===== src/rtl/byte_striping_ctrl_if.sv =====
// Byte-stream input handshake and 4-lane striped word output of the striping controller.
// The master drives the byte stream; the slave (the controller) drives the lanes.
interface byte_striping_ctrl_if;
   logic [7:0] byteStripingIN;
   logic       byteStripingVLD;
   logic       byteStripingRDY;
   logic [7:0] stripedLane0;
   logic [7:0] stripedLane1;
   logic [7:0] stripedLane2;
   logic [7:0] stripedLane3;
   logic       stripedVLD;
   logic       stripedSKP;
   logic [3:0] padMask;

   modport master (
      output byteStripingIN, byteStripingVLD,
      input  byteStripingRDY,
      input  stripedLane0, stripedLane1, stripedLane2, stripedLane3,
      input  stripedVLD, stripedSKP, padMask
   );

   modport slave (
      input  byteStripingIN, byteStripingVLD,
      output byteStripingRDY,
      output stripedLane0, stripedLane1, stripedLane2, stripedLane3,
      output stripedVLD, stripedSKP, padMask
   );
endinterface


===== src/rtl/byte_striping_ctrl.sv =====
// Round-robin byte striper: packs a byte stream into 4-lane words, pads partial
// groups when the stream pauses, and inserts a skip word every SKP_INTERVAL words.
module byte_striping_ctrl #(
   parameter int         SKP_INTERVAL = 8,
   parameter logic [7:0] PAD_SYM      = 8'h7C,
   parameter logic [7:0] SKP_SYM      = 8'h1C
) (
   input  logic                  byteStripingCLK,
   input  logic                  byteStripingRESET_L,
   byte_striping_ctrl_if.slave   bus
);

   typedef enum logic [1:0] {
      ST_IDLE = 2'd0,
      ST_FILL = 2'd1,
      ST_SKIP = 2'd2
   } state_t;

   localparam logic [7:0] SKP_LAST = 8'(SKP_INTERVAL - 1);

   state_t     r_state;
   logic [1:0] r_lane_idx;
   logic [7:0] r_skp_cnt;
   logic [7:0] r_shadow [0:2];
   logic [7:0] r_lane   [0:3];
   logic       r_vld;
   logic       r_skp;
   logic [3:0] r_pad_mask;

   logic       w_rdy;
   logic       w_accept;
   logic       w_skp_hit;
   logic [3:0] w_pad_mask;
   logic [7:0] w_word_lane [0:3];

   assign w_rdy     = (r_state != ST_SKIP);
   assign w_accept  = bus.byteStripingVLD && w_rdy;
   assign w_skp_hit = (r_skp_cnt == SKP_LAST);

   // Word contents for either a completed group (4th byte arriving now) or a pad word.
   genvar gi;
   generate
      for (gi = 0; gi < 4; gi++) begin : g_lane
         assign w_pad_mask[gi] = ({1'b0, r_lane_idx} <= 3'(gi));
         if (gi < 3) begin : g_held
            assign w_word_lane[gi] = (w_accept || !w_pad_mask[gi]) ? r_shadow[gi] : PAD_SYM;
         end else begin : g_last
            assign w_word_lane[gi] = w_accept ? bus.byteStripingIN : PAD_SYM;
         end
      end
   endgenerate

   always_ff @(posedge byteStripingCLK or negedge byteStripingRESET_L) begin
      if (!byteStripingRESET_L) begin
         r_state    <= ST_IDLE;
         r_lane_idx <= 2'd0;
         r_skp_cnt  <= 8'd0;
         r_vld      <= 1'b0;
         r_skp      <= 1'b0;
         r_pad_mask <= 4'b0000;
         for (int i = 0; i < 3; i++) r_shadow[i] <= 8'h00;
         for (int i = 0; i < 4; i++) r_lane[i] <= 8'h00;
      end else begin
         r_vld      <= 1'b0;
         r_skp      <= 1'b0;
         r_pad_mask <= 4'b0000;
         case (r_state)
            ST_SKIP: begin
               for (int i = 0; i < 4; i++) r_lane[i] <= SKP_SYM;
               r_vld     <= 1'b1;
               r_skp     <= 1'b1;
               r_skp_cnt <= 8'd0;
               r_state   <= ST_IDLE;
            end
            default: begin
               if (w_accept && (r_lane_idx != 2'd3)) begin
                  r_shadow[r_lane_idx] <= bus.byteStripingIN;
                  r_lane_idx           <= r_lane_idx + 2'd1;
                  r_state              <= ST_FILL;
               end else if (w_accept || (r_state == ST_FILL)) begin
                  // Either the group just completed or the stream paused mid-group.
                  for (int i = 0; i < 4; i++) r_lane[i] <= w_word_lane[i];
                  r_vld      <= 1'b1;
                  r_pad_mask <= w_accept ? 4'b0000 : w_pad_mask;
                  r_lane_idx <= 2'd0;
                  r_skp_cnt  <= r_skp_cnt + 8'd1;
                  r_state    <= w_skp_hit ? ST_SKIP : ST_IDLE;
               end
            end
         endcase
      end
   end

   assign bus.byteStripingRDY = w_rdy;
   assign bus.stripedLane0    = r_lane[0];
   assign bus.stripedLane1    = r_lane[1];
   assign bus.stripedLane2    = r_lane[2];
   assign bus.stripedLane3    = r_lane[3];
   assign bus.stripedVLD      = r_vld;
   assign bus.stripedSKP      = r_skp;
   assign bus.padMask         = r_pad_mask;

endmodule

===== src/flat_wrapper.sv =====
// flat-port wrapper written by rule: the top's interface ports become plain ports
module byte_striping_ctrl_flat 
#(
   parameter int         SKP_INTERVAL = 8,
   parameter logic [7:0] PAD_SYM      = 8'h7C,
   parameter logic [7:0] SKP_SYM      = 8'h1C
)
  (byteStripingCLK, byteStripingRESET_L, bus_byteStripingIN, bus_byteStripingVLD, bus_byteStripingRDY, bus_stripedLane0, bus_stripedLane1, bus_stripedLane2, bus_stripedLane3, bus_stripedVLD, bus_stripedSKP, bus_padMask);
  byte_striping_ctrl_if bus_i ();
  input  logic byteStripingCLK;
  input  logic byteStripingRESET_L;
  input wire logic [$bits(bus_i.byteStripingIN)-1:0] bus_byteStripingIN;
  input wire logic [$bits(bus_i.byteStripingVLD)-1:0] bus_byteStripingVLD;
  output wire logic [$bits(bus_i.byteStripingRDY)-1:0] bus_byteStripingRDY;
  output wire logic [$bits(bus_i.stripedLane0)-1:0] bus_stripedLane0;
  output wire logic [$bits(bus_i.stripedLane1)-1:0] bus_stripedLane1;
  output wire logic [$bits(bus_i.stripedLane2)-1:0] bus_stripedLane2;
  output wire logic [$bits(bus_i.stripedLane3)-1:0] bus_stripedLane3;
  output wire logic [$bits(bus_i.stripedVLD)-1:0] bus_stripedVLD;
  output wire logic [$bits(bus_i.stripedSKP)-1:0] bus_stripedSKP;
  output wire logic [$bits(bus_i.padMask)-1:0] bus_padMask;
  assign bus_i.byteStripingIN = bus_byteStripingIN;
  assign bus_i.byteStripingVLD = bus_byteStripingVLD;
  assign bus_byteStripingRDY = bus_i.byteStripingRDY;
  assign bus_stripedLane0 = bus_i.stripedLane0;
  assign bus_stripedLane1 = bus_i.stripedLane1;
  assign bus_stripedLane2 = bus_i.stripedLane2;
  assign bus_stripedLane3 = bus_i.stripedLane3;
  assign bus_stripedVLD = bus_i.stripedVLD;
  assign bus_stripedSKP = bus_i.stripedSKP;
  assign bus_padMask = bus_i.padMask;
  byte_striping_ctrl #(.SKP_INTERVAL(SKP_INTERVAL), .PAD_SYM(PAD_SYM), .SKP_SYM(SKP_SYM)) u_core (.byteStripingCLK(byteStripingCLK), .byteStripingRESET_L(byteStripingRESET_L), .bus(bus_i));
endmodule

===== config.mk =====
export PLATFORM = sky130hd
export DESIGN_NAME = byte_striping_ctrl_flat
export DESIGN_NICKNAME = d
export VERILOG_FILES = /design/src/rtl/byte_striping_ctrl_if.sv /design/src/rtl/byte_striping_ctrl.sv /design/src/flat_wrapper.sv
export SDC_FILE = /design/constraint.sdc
export NUM_CORES = 1
export LEC_CHECK = 0
export ABC_AREA = 1
export BUFFER_PORTS_ARGS = -buffer_cell sky130_fd_sc_hd__clkbuf_2
export CORE_UTILIZATION = 55
export DETAILED_ROUTE_END_ITERATION = 6
export GPL_TIMING_DRIVEN = 0
export PLACE_DENSITY_LB_ADDON = 0.08
export RECOVER_POWER = 100
export SKIP_CTS_REPAIR_TIMING = 1
export SLEW_MARGIN = 0
export SYNTH_ARGS = -nofsm -noshare
export SYNTH_HDL_FRONTEND = slang
export SYNTH_SLANG_ARGS = --single-unit

===== constraint.sdc =====
create_clock -name byteStripingCLK -period 3.47 [get_ports byteStripingCLK]
set_input_delay 0.8675 -clock byteStripingCLK [delete_from_list [all_inputs] [get_ports byteStripingCLK]]
set_output_delay 0.8675 -clock byteStripingCLK [all_outputs]
set_load 0.01 [all_outputs]

==> results of run 1 <==
[flip-flops by register name (all words and copies together) (netlist names)]
name,count
u_core.bus.stripedVLD,1
u_core.bus.stripedLane1,8
u_core.bus.stripedSKP,1
u_core.bus.stripedLane2,8
u_core.bus.padMask,4
u_core.r_lane_idx,2
u_core.r_state,2
u_core.r_skp_cnt,8
u_core.bus.stripedLane0,8
u_core.bus.stripedLane3,8
u_core.r_shadow,24
[layout by cell type (no fill, tap or decap)]
| cell type | count |
|---|---|
| a21oi_1 | 5 |
| buf_12 | 1 |
| bufinv_16 | 1 |
| clkbuf_1 | 52 |
| clkbuf_2 | 9 |
| clkbuf_8 | 11 |
| clkinv_2 | 2 |
| dfrtp_1 | 74 |
| ha_1 | 5 |
| inv_1 | 34 |
| nand2_1 | 147 |
| nand2_4 | 1 |
| nand3_1 | 20 |
| nand3_4 | 1 |
| nand4_1 | 2 |
| nor2_1 | 20 |
| o21ai_0 | 48 |
| o21ai_1 | 2 |
[report_power, final]
group,switching [mW],internal [mW]
combinational,0.688,0.316
sequential,0.188,1.21
clock,0.302,0.346
total,1.18,1.87
[cells in the mapped netlist (2+ instances only)]
cell	n	area [µm²]
a21oi_1	5	25.0
buf_2	5	25.0
buf_6	2	22.5
clkbuf_8	2	27.5
dfrtp_1	74	1850
ha_1	5	62.6
inv_1	32	120
inv_2	2	7.51
nand2_1	145	544
nand2_4	2	22.5
nand3_1	18	90.1
nand3_4	2	35.0
nand4_1	2	12.5
nor2_1	18	67.6
nor2_4	2	22.5
o21ai_0	45	225
o21ai_1	5	25.0
[per-layer routing]
| layer | vias to the layer above | global-route usage [%] | part of all wire [%] |
|---|---|---|---|
| met3 | 15 | 3.84 | 4.8 |
| met5 | - | 0 | 0 |
| met1 | 1235 | 36.9 | 48 |
| met4 | 0 | 13.0 | 2.3 |
| li1 | 1280 | - | - |
| met2 | 84 | 40.7 | 45 |
[kinds of logic after synthesis]
kind of cell | count (synthesis) | synth area share (%)
AOI/OAI and AO/OA | 55 | 8.56
adders and majority gates | 5 | 1.95
buffers and inverters | 45 | 6.66
DFF | 74 | 57.6
and+or+nand+nor | 191 | 25.2
[area by class of cell]
type                            count  area (µm²)
Buffer                             11        51.3
Clock buffer                       12         145
Clock inverter                      3        40.0
Fill cell                         527        1950
Inverter                           34         128
Multi-Input combinational cell    251        1110
Sequential cell                    74        1850
Tap cell                           72        90.1
Timing Repair Buffer               50         215
[metrics by stage]
step	cells	utilization [%]	hold slack, ns	setup slack [ns]	total power, mW
3_5_place_dp	492	64.1	0.466	1.40	2.51
6_report	507	65.1	0.477	1.33	3.05
4_1_cts	507	67.4	0.484	1.34	3.16
5_1_grt	507	65.1	0.502	0.929	3.28
2_1_floorplan	370	-	0.447	1.89	2.09
3_3_place_gp	491	63.7	0.456	0.921	2.46
[final timing paths]
path                          depth (start not counted)                              startpoint  slack (ns)                                     end
max in group byteStripingCLK                          7                     bus_byteStripingVLD        1.33         u_core.r_skp_cnt[1]$_DFFE_PN0P_
setup reg to reg                                      6        u_core.r_lane_idx[1]$_DFFE_PN0P_        1.45         u_core.r_shadow[21]$_DFFE_PN0P_
hold reg to reg                                       2  u_core.bus.stripedLane3[1]$_DFFE_PN0P_        0.48  u_core.bus.stripedLane3[1]$_DFFE_PN0P_
setup / recovery                                      1                     byteStripingRESET_L        1.33         u_core.r_shadow[13]$_DFFE_PN0P_
hold / removal                                        2  u_core.bus.stripedLane3[1]$_DFFE_PN0P_        0.48  u_core.bus.stripedLane3[1]$_DFFE_PN0P_
min in group asynchronous                             1                     byteStripingRESET_L        1.04  u_core.bus.stripedLane2[2]$_DFFE_PN0P_
==> key figures, run 1 <==
Timing
  – Max Slew Vio Count: 35
  – RSZ-0062 raised after global routing: false
  – Ratio of final minimum period to clock period: 61.7%
  – Clock skew: 0.00947 ns
  – Actual slew at the worst max-slew pin: 1.91 ns
  – F_max: 467 MHz
  – Worst slew margin: -27.2%
  – Final hold vios: 0
  – Setup violators final: 0
  – Tmin final: 2.14 ns
  – Post-Route Setup TNS: 0 ns

Placement
  – Port bufs: 49
  – Area after DPL: 3570 µm²
  – Post-DP HPWL: 5030 µm
  – Final Wtd Congestion: 0.835

Detailed routing
  – Post-Route WL: 7070 µm
  – Wirelength per Cell: 13.9 µm
  – DR pass1 iterations: 4
  – DRC viols: 0
  – Final ANT Viol Nets: 0
  – Initial drt markers: 154
  – Detailed-route via count: 2614
  – Via density: 5.16

Critical path
  – Maximum fanout along the worst path: 35
  – Setup crit start kind: input port
  – Worst path cell trace: clkbuf_1
  – Crit end category: asynchronous set/reset pin
  – CP required: 3.56 ns
  – Delay-heaviest family, CP: buffers and inverters
  – Critical setup path kind: input port to asynchronous set/reset pin
  – Max incr delay on CP: 1.34 ns
  – CP Buf/Inv Count: 1
  – Crit path arrival time: 2.23 ns
  – Slowest CP cell: clkbuf_1

Pwr
  – Cell Pwr Density: 840 nW/µm²
  – Leakage power: 1.87 nW
  – Worst VDD drop: 426 µV

Clock tree
  – H-Tree Depth: 3
  – CTS clock-pin slew for the worst setup and hold paths: 0.07 ns
  – CTS Buffer Depth: 2
  – Num CTS Buffers: 9
  – CTS Root Cell: clkbuf_8
  – Clk Latency, worst-skew pair: 0.35 ns
  – CTS tree: built
  – Clk sinks: 74

Final layout
  – Layout cells sized above 1: 5.98%
  – Ant. Diodes: 0
  – Final instance area: 3630 µm²
  – Final nets: 447
  – Layout area overhead: 12.8%

Logic synthesis
  – Synthesized area: 3210 µm²
  – Synth warn: 0
  – EDFF count, synth: 0
  – Register area share after synthesis: 57.6%
  – Predominant post-synthesis flop cell: dfrtp_1
  – Synth Register Bits: 74
  – Synthesized area per cell: 8.69 µm²
  – Post-Synthesis Cells: 370
  – Syn_nets: 386
  – Unique masters post-synth: 21
  – Async SR Flop Fraction: 100%

Run status
  – Status: finished with violations
  – Failing checks: capacitance limit, slew limit

Hold path
  – Path type of the worst min-delay path: flip-flop to flip-flop

Die
  – Die Area: 6150 µm²
  – CORE AREA: 5570 µm²
  – Io pins: 50
  – Starting Density: 57.7%
  – Die height: 78.4 µm
  – Row cnt: 27
  – Die X-Extent: 78.4 µm

Global routing
  – Vias in the first global route: 2470
  – GRT Total Usage: 26.4%
  – Pin count of the biggest net entering global routing: 41
  – First-pass GRT wire length: 11900 µm
  – Antenna violations before repair: 0
  – Grt ovf: 0

Run
  – Max-cap viol count: 1
Power figures use the tool's default switching activity.
==> inputs of run 2 (changes only) <==
--- a/config.mk
+++ b/config.mk
@@ -5,7 +5,7 @@
 export SDC_FILE = /design/constraint.sdc
 export NUM_CORES = 1
 export LEC_CHECK = 0
-export ABC_AREA = 1
+export ABC_AREA = 0
 export BUFFER_PORTS_ARGS = -buffer_cell sky130_fd_sc_hd__clkbuf_2
 export CORE_UTILIZATION = 55
 export DETAILED_ROUTE_END_ITERATION = 6
==> constraint.sdc (replaced) <==
create_clock -name byteStripingCLK -period 2.15 [get_ports byteStripingCLK]
set_input_delay 0.5375 -clock byteStripingCLK [delete_from_list [all_inputs] [get_ports byteStripingCLK]]
set_output_delay 0.5375 -clock byteStripingCLK [all_outputs]
set_load 0.01 [all_outputs]
==> run 2 against run 1 <==
  * The run now ends clean
  * Synthesized cell count shrank 19%
  * Global-route usage shrank 0.40 points
  * Non-clock buffer count grew 1
  * Count of clock-buffer cells in the layout shrank 2
  * Combinational power grew 81%
  * Hold slack lost 0.20 ns
  * Setup slack lost 1.2 ns
  * Die area grew 0.27%
  * Final area grew 3.1%
  * Utilization grew 2.0 points
  * Critical endpoint is now u_core.r_skp_cnt[4]$_DFFE_PN0P_
==> key figures, run 2 <==
Run status
  – Status: completed

Pwr
  – Cell Pwr Density: 1450 nW/µm² (+73%)
  – Sw Pwr: 1.89 mW (+61%)
  – Worst VDD drop: 738 µV (+73%)
  – Comb pwr share: 33.3% (+0.3 points)
  – Sw frac: 34.9% (-3.8 points)
  – Leakage power: 1.65 nW (-12%)
  – Sequential share of power: 43.6% (-2.2 points)
  – Clk pwr share: 23.1% (+1.8 points)
  – Power Internal: 3.54 mW (+89%)

Logic synthesis
  – Synth warn: 0 (unchanged)
  – Synthesized area: 3220 µm² (+0.27%)
  – Synth Register Bits: 74 (unchanged)
  – Synthesized area per cell: 10.8 µm² (+24%)
  – EDFF count, synth: 0 (unchanged)
  – Most numerous cell in the Yosys netlist: dfrtp_1
  – Mux contribution to synthesized area: 8.39% (+8.4 points)
  – Post-Synthesis Cells: 298 (-19%)
  – Post-synthesis simple-gate area fraction: 15.0% (-10 points)
  – Yosys top cell area share: 57.5% (-0.16 points)
  – Synth top area cells: dfrtp_1, mux2_2, nor2_1
  – Adder-Cell Fraction of Synth Area: 1.94% (-0.0053 points)
  – Syn_nets: 314 (-19%)
  – Unique masters post-synth: 44 (+110%)
  – Predominant post-synthesis flop cell: dfrtp_1
  – Post-Synth XOR/XNOR Area: 0.272% (+0.27 points)
  – Async SR Flop Fraction: 100% (unchanged)
  – Area leader, netlist: dfrtp_1
  – Post-synthesis compound-gate area fraction: 13.4% (+4.9 points)
  – Combinational family with the most area after synthesis: simple AND/OR/NAND/NOR gates
  – Post-synth top cells: dfrtp_1, nor2_1, nand2_1, mux2_2, a21oi_1
  – Register area share after synthesis: 57.5% (-0.16 points)

Final layout
  – Final instance area: 3740 µm² (+3.1%)
  – FILL cells: 477 (-9.5%)
  – Ant. Diodes: 0 (unchanged)
  – Layout cells sized above 1: 15.5% (+9.5 points)
  – Most frequent cells in the layout: dfrtp_1, clkbuf_1, nor2_1, nand2_1, mux2_2
  – Number of flip-flops in the largest register: 24 (unchanged)
  – Layout area overhead: 16.0%
  – Commonest non-fill, non-tap cell in the layout: dfrtp_1
  – Top reg by flops: u_core.r_shadow
  – Final design utilization: 67.1% (+2.0 points)
  – Final Non-Filler Cells: 434 (-14%)
  – Final nets: 374 (-16%)

Timing
  – F_max: 491 MHz
  – Final hold vios: 0 (unchanged)
  – RSZ-0062 raised after global routing: false
  – Worst slew margin: 37.6% (+65 points)
  – Setup violators final: 0 (unchanged)
  – Post-Route Setup TNS: 0 ns (unchanged)
  – Clock skew: 0.00649 ns (-0.00298 ns)
  – Tmin final: 2.04 ns
  – Actual slew at the worst max-slew pin: 0.936 ns (-0.972 ns)
  – Ratio of final minimum period to clock period: 94.7%
  – Max Slew Vio Count: 0 (-100%)

Clock tree
  – H-Tree Depth: 3 (unchanged)
  – Clk Latency, worst-skew pair: 0.34 ns (about the same)
  – CTS clock-pin slew for the worst setup and hold paths: 0.08 ns (about the same)
  – CTS Root Cell: clkbuf_8
  – Num CTS Buffers: 9 (unchanged)
  – Clk sinks: 74 (unchanged)
  – CTS Buffer Depth: 2 (unchanged)
  – CTS tree: built

Die
  – Die Area: 6170 µm² (+0.27%)
  – Io pins: 50 (unchanged)
  – CORE AREA: 5570 µm² (unchanged)
  – Starting Density: 57.8% (+0.16 points)
  – Row cnt: 27 (unchanged)
  – Die height: 78.6 µm (+0.13%)
  – Die X-Extent: 78.6 µm (+0.13%)

Hold path
  – Path type of the worst min-delay path: input port to asynchronous set/reset pin

Detailed routing
  – DR pass1 iterations: 5 (+1)
  – Wirelength per Cell: 16.3 µm (+17%)
  – Via density: 5.70 (+11%)
  – Post-Route WL: 7080 µm (about the same)
  – DRC viols: 0 (unchanged)
  – Final ANT Viol Nets: 0 (unchanged)
  – Initial drt markers: 152 (-1.3%)
  – Detailed-route via count: 2474 (-5.4%)

Global routing
  – Antenna violations before repair: 0 (unchanged)
  – Vias in the first global route: 2471 (+0.040%)
  – Grt ovf: 0 (unchanged)
  – Pin count of the biggest net entering global routing: 41 (unchanged)
  – GRT Total Usage: 26.0% (-0.40 points)
  – First-pass GRT wire length: 11900 µm (about the same)

Critical path
  – Maximum fanout along the worst path: 10 (-71%)
  – Crit end category: flip-flop
  – Setup crit start kind: flip-flop
  – Critical setup path kind: flip-flop to flip-flop
  – CP required: 2.36 ns (-1.20 ns)
  – Crit path arrival time: 2.25 ns (+0.02 ns)

Placement
  – Port bufs: 48 (-2.0%)
  – Inst Count DP: 419 (-15%)
  – Post-DP HPWL: 5070 µm (+0.73%)
  – Final Wtd Congestion: 0.794 (-5.0%)
  – Area after DPL: 3580 µm² (+0.10%)

Run
  – Max-cap viol count: 0 (-1)
## run 2: cell types whose count changed after synthesis, moves of 9 or more
cell,previous run,this run
nand2_1,145,30
nor2_1,18,38
a21oi_1,5,18
mux2_2,0,22
nand3_1,18,9
inv_1,32,6
o21ai_0,45,15
## run 2: logic make-up (layout without fill, tap and decap cells)
family                   after synthesis  count (layout)
AO/OA/AOI/OAI                         67              67
XOR/XNOR                               1               1
adder cells (fa/ha/maj)                5               5
buffers and inverters                 21              85
flip-flops                            74              74
multiplexers                          24              24
AND/OR/NAND/NOR                      106             106
## run 2: worst paths after layout
check | start | endpoint | slack, ns | depth (start not counted)
min | byteStripingRESET_L | u_core.bus.padMask[3]$_DFF_PN0_ | 0.28 | 1
max reg2reg | u_core.r_lane_idx[0]$_DFFE_PN0P_ | u_core.r_skp_cnt[4]$_DFFE_PN0P_ | 0.11 | 7
max | u_core.r_lane_idx[0]$_DFFE_PN0P_ | u_core.r_skp_cnt[4]$_DFFE_PN0P_ | 0.11 | 7
max in group asynchronous | byteStripingRESET_L | u_core.r_shadow[16]$_DFFE_PN0P_ | 0.46 | 2
min in group byteStripingCLK | u_core.r_shadow[2]$_DFFE_PN0P_ | u_core.bus.stripedLane2[2]$_DFFE_PN0P_ | 0.47 | 1
min reg2reg | u_core.r_shadow[2]$_DFFE_PN0P_ | u_core.bus.stripedLane2[2]$_DFFE_PN0P_ | 0.47 | 1
## run 2: layer usage
layer,vias to the layer above,global-route usage [%],share of wire [%]
met2,72,42.1,50
met5,-,0,0
met3,8,4.19,4.5
met1,1223,34.8,44
li1,1171,-,-
met4,0,11.1,1.4
## run 2: cell type report
type / instances / area (µm²) / area share (%)
sequential: 74 / 1850 / 49.5
multi-input combinational: 203 / 1260 / 33.6
timing repair buffer: 49 / 196 / 5.25
clock buffer: 10 / 128 / 3.41
clock inverter: 5 / 104 / 2.78
tap: 72 / 90.1 / 2.41
buffer: 13 / 81.3 / 2.18
inverter: 8 / 31.3 / 0.837
## run 2: power groups by stage
stage                     clock, mW  combinational, mW  sequential (mW)
after floorplan                   0               1.17             2.44
after global placement            0               1.84             2.36
after detailed placement          0               1.90             2.38
after CTS                      1.28               1.91             2.37
after global routing           1.34               2.04             2.44
final                          1.26               1.81             2.37
## run 2: worst max-delay path, stage by stage, from the launching register on
cell and delay (ns):
dfrtp_1 0.42, ha_1 0.28, and2_1 0.15, clkbuf_1 0.42, nor3_4 0.10, clkbuf_4 0.22
o21ai_0 0.22, o31ai_1 0.10
## run 2: metrics by stage
step / hold WS, ns / total power [mW] / setup WS (ns)
5_1_grt: 0.359 / 5.82 / 0.0104
3_5_place_dp: 0.456 / 4.29 / -0.00456
6_report: 0.281 / 5.43 / 0.113
4_1_cts: 0.181 / 5.56 / -0.00241
2_1_floorplan: 0.242 / 3.61 / 0.327
3_3_place_gp: 0.450 / 4.20 / -0.101
==> inputs of run 3 (changes only) <==
--- a/config.mk
+++ b/config.mk
@@ -7,6 +7,7 @@
 export LEC_CHECK = 0
 export ABC_AREA = 0
 export BUFFER_PORTS_ARGS = -buffer_cell sky130_fd_sc_hd__clkbuf_2
+export CORE_ASPECT_RATIO = 1.1
 export CORE_UTILIZATION = 55
 export DETAILED_ROUTE_END_ITERATION = 6
 export GPL_TIMING_DRIVEN = 0
==> run 3 against run 2 <==
  * Critical path depth fell by 1
  * Combinational power about the same
  * Die area about the same
  * Critical endpoint is now u_core.bus.stripedLane1[4]$_DFFE_PN0P_
  * Final area up 0.47%
  * Flip-flop and latch count did not move
==> key figures, run 3 (same netlist as run 2, synthesis figures left out) <==
Run status
  – Status: completed

Final layout
  – Number of flip-flops in the largest register: 24 (unchanged)
  – Final design utilization: 68.3% (+1.2 points)
  – Ant. Diodes: 0 (unchanged)
  – Top reg by flops: u_core.r_shadow
  – Final nets: 373 (-0.27%)
  – Layout cells sized above 1: 16.3% (+0.83 points)
  – Layout area overhead: 16.5%
  – Most frequent cells in the layout: dfrtp_1, clkbuf_1, nor2_1, nand2_1, mux2_2
  – Commonest non-fill, non-tap cell in the layout: dfrtp_1
  – Final instance area: 3760 µm² (+0.47%)

Die
  – CORE AREA: 5500 µm² (-1.3%)
  – Die height: 82.3 µm (+4.8%)
  – Row cnt: 28 (+3.7%)
  – Io pins: 50 (unchanged)
  – Die X-Extent: 75.0 µm (-4.5%)
  – Die Area: 6170 µm² (about the same)
  – Starting Density: 58.6% (+0.78 points)

Global routing
  – Grt ovf: 0 (unchanged)
  – Antenna violations before repair: 0 (unchanged)
  – First-pass GRT wire length: 11700 µm (-1.7%)
  – Vias in the first global route: 2414 (-2.3%)
  – Pin count of the biggest net entering global routing: 40 (-2.4%)
  – GRT Total Usage: 26.3% (+0.31 points)

Timing
  – Worst slew margin: 40.6% (+3.0 points)
  – Ratio of final minimum period to clock period: 92.6% (-2.1 points)
  – Setup violators final: 0 (unchanged)
  – Hold WS: 0.302 ns (+0.0201 ns)
  – Clock skew: 0.00762 ns (+0.00113 ns)
  – Max Slew Vio Count: 0 (unchanged)
  – Tmin final: 1.99 ns (-0.0458 ns)
  – Actual slew at the worst max-slew pin: 0.892 ns (-0.0447 ns)
  – RSZ-0062 raised after global routing: false
  – F_max: 502 MHz (+2.3%)
  – Final hold vios: 0 (unchanged)

Hold path
  – Path type of the worst min-delay path: input port to asynchronous set/reset pin

Placement
  – Area after DPL: 3580 µm² (+0.10%)
  – Port bufs: 48 (unchanged)
  – Final Wtd Congestion: 0.830 (+4.5%)
  – Post-DP HPWL: 4920 µm (-2.8%)

Clock tree
  – CTS clock-pin slew for the worst setup and hold paths: 0.08 ns (about the same)
  – Clk sinks: 74 (unchanged)
  – CTS Root Cell: clkbuf_8
  – CTS tree: built
  – Num CTS Buffers: 9 (unchanged)
  – H-Tree Depth: 3 (unchanged)
  – Clk Latency, worst-skew pair: 0.35 ns (about the same)
  – CTS Buffer Depth: 2 (unchanged)

Critical path
  – FF-to-FF path depth: 6 (-1)
  – Critical setup path kind: flip-flop to flip-flop
  – CP required: 2.39 ns (+0.03 ns)
  – Critical path depth: 6 (-1)
  – Setup crit start kind: flip-flop
  – Max incr delay on CP: 0.43 ns (about the same)
  – Maximum fanout along the worst path: 10 (unchanged)
  – Delay-heaviest family, CP: simple AND/OR/NAND/NOR gates
  – Crit end category: flip-flop
  – Slowest CP cell: dfrtp_1
  – CP Buf/Inv Count: 2 (unchanged)
  – Worst path cell trace: ha_1, and2_1, nor3_2, inv_1, clkbuf_2, o22a_1
  – Crit path arrival time: 2.23 ns (-0.02 ns)

Detailed routing
  – Wirelength per Cell: 16.4 µm (+0.49%)
  – Final ANT Viol Nets: 0 (unchanged)
  – DRC viols: 0 (unchanged)
  – Initial drt markers: 162 (+6.6%)
  – Detailed-route via count: 2450 (-0.97%)
  – Via density: 5.61 (-1.6%)
  – DR pass1 iterations: 4 (-1)
  – Post-Route WL: 7160 µm (+1.2%)

Pwr
  – Cell Pwr Density: 1460 nW/µm² (+0.21%)
  – Total power: 5.47 mW (+0.68%)
  – Leakage power: 1.66 nW (+0.77%)
  – Worst VDD drop: 811 µV (+9.9%)

Run
  – Max-cap viol count: 0 (unchanged)
[run 3: changes by cell type in the layout (fill, tap and decap cells not counted), sizes merged]
cell and change:
clkbuf -2, clkinv +2
[run 3: power by group]
group | switching [mW] | internal (mW) | leakage (nW)
combinational | 1.02 | 0.792 | 0.645
sequential | 0.378 | 1.98 | 0.890
clock | 0.529 | 0.770 | 0.123
[run 3: worst paths after layout]
check | from | end | slack [ns]
worst max-delay path | u_core.r_lane_idx[0]$_DFFE_PN0P_ | u_core.bus.stripedLane1[4]$_DFFE_PN0P_ | 0.16
worst min-delay path | byteStripingRESET_L | u_core.bus.stripedLane2[6]$_DFFE_PN0P_ | 0.30
worst max register to register | u_core.r_lane_idx[0]$_DFFE_PN0P_ | u_core.bus.stripedLane1[4]$_DFFE_PN0P_ | 0.16
worst min register to register | u_core.bus.stripedLane3[6]$_DFFE_PN0P_ | u_core.bus.stripedLane3[6]$_DFFE_PN0P_ | 0.47
max in group asynchronous | byteStripingRESET_L | u_core.r_skp_cnt[0]$_DFFE_PN0P_ | 1.15
min in group byteStripingCLK | u_core.bus.stripedLane3[6]$_DFFE_PN0P_ | u_core.bus.stripedLane3[6]$_DFFE_PN0P_ | 0.47
[run 3: area by class of cell]
class / instances / area (µm²)
clock buffers: 9 / 124
well taps: 75 / 93.8
multi-input cells: 203 / 1250
flip-flops and latches: 74 / 1850
inverters: 8 / 31.3
repair buffers: 49 / 211
clock inverters: 7 / 118
fillers: 453 / 1740
plain buffers: 12 / 76.3
[run 3: per-layer routing]
layer  GRT usage (%)  vias to the layer above  wire (µm)
met5               0                        -          0
met4            12.6                        0        136
met3            4.13                       13        388
met2            41.6                       76       3420
met1            35.5                     1201       3220
li1                -                     1160          -
[run 3: stage by stage]
stage	worst slack [ns]	std cells	setup TNS (ns)
finish	0.159	437	0
global route	0.0722	437	0
CTS	0.0113	438	0
detailed placement	0.0362	422	0
global placement	-0.100	421	-7.21
floorplan	0.327	298	0
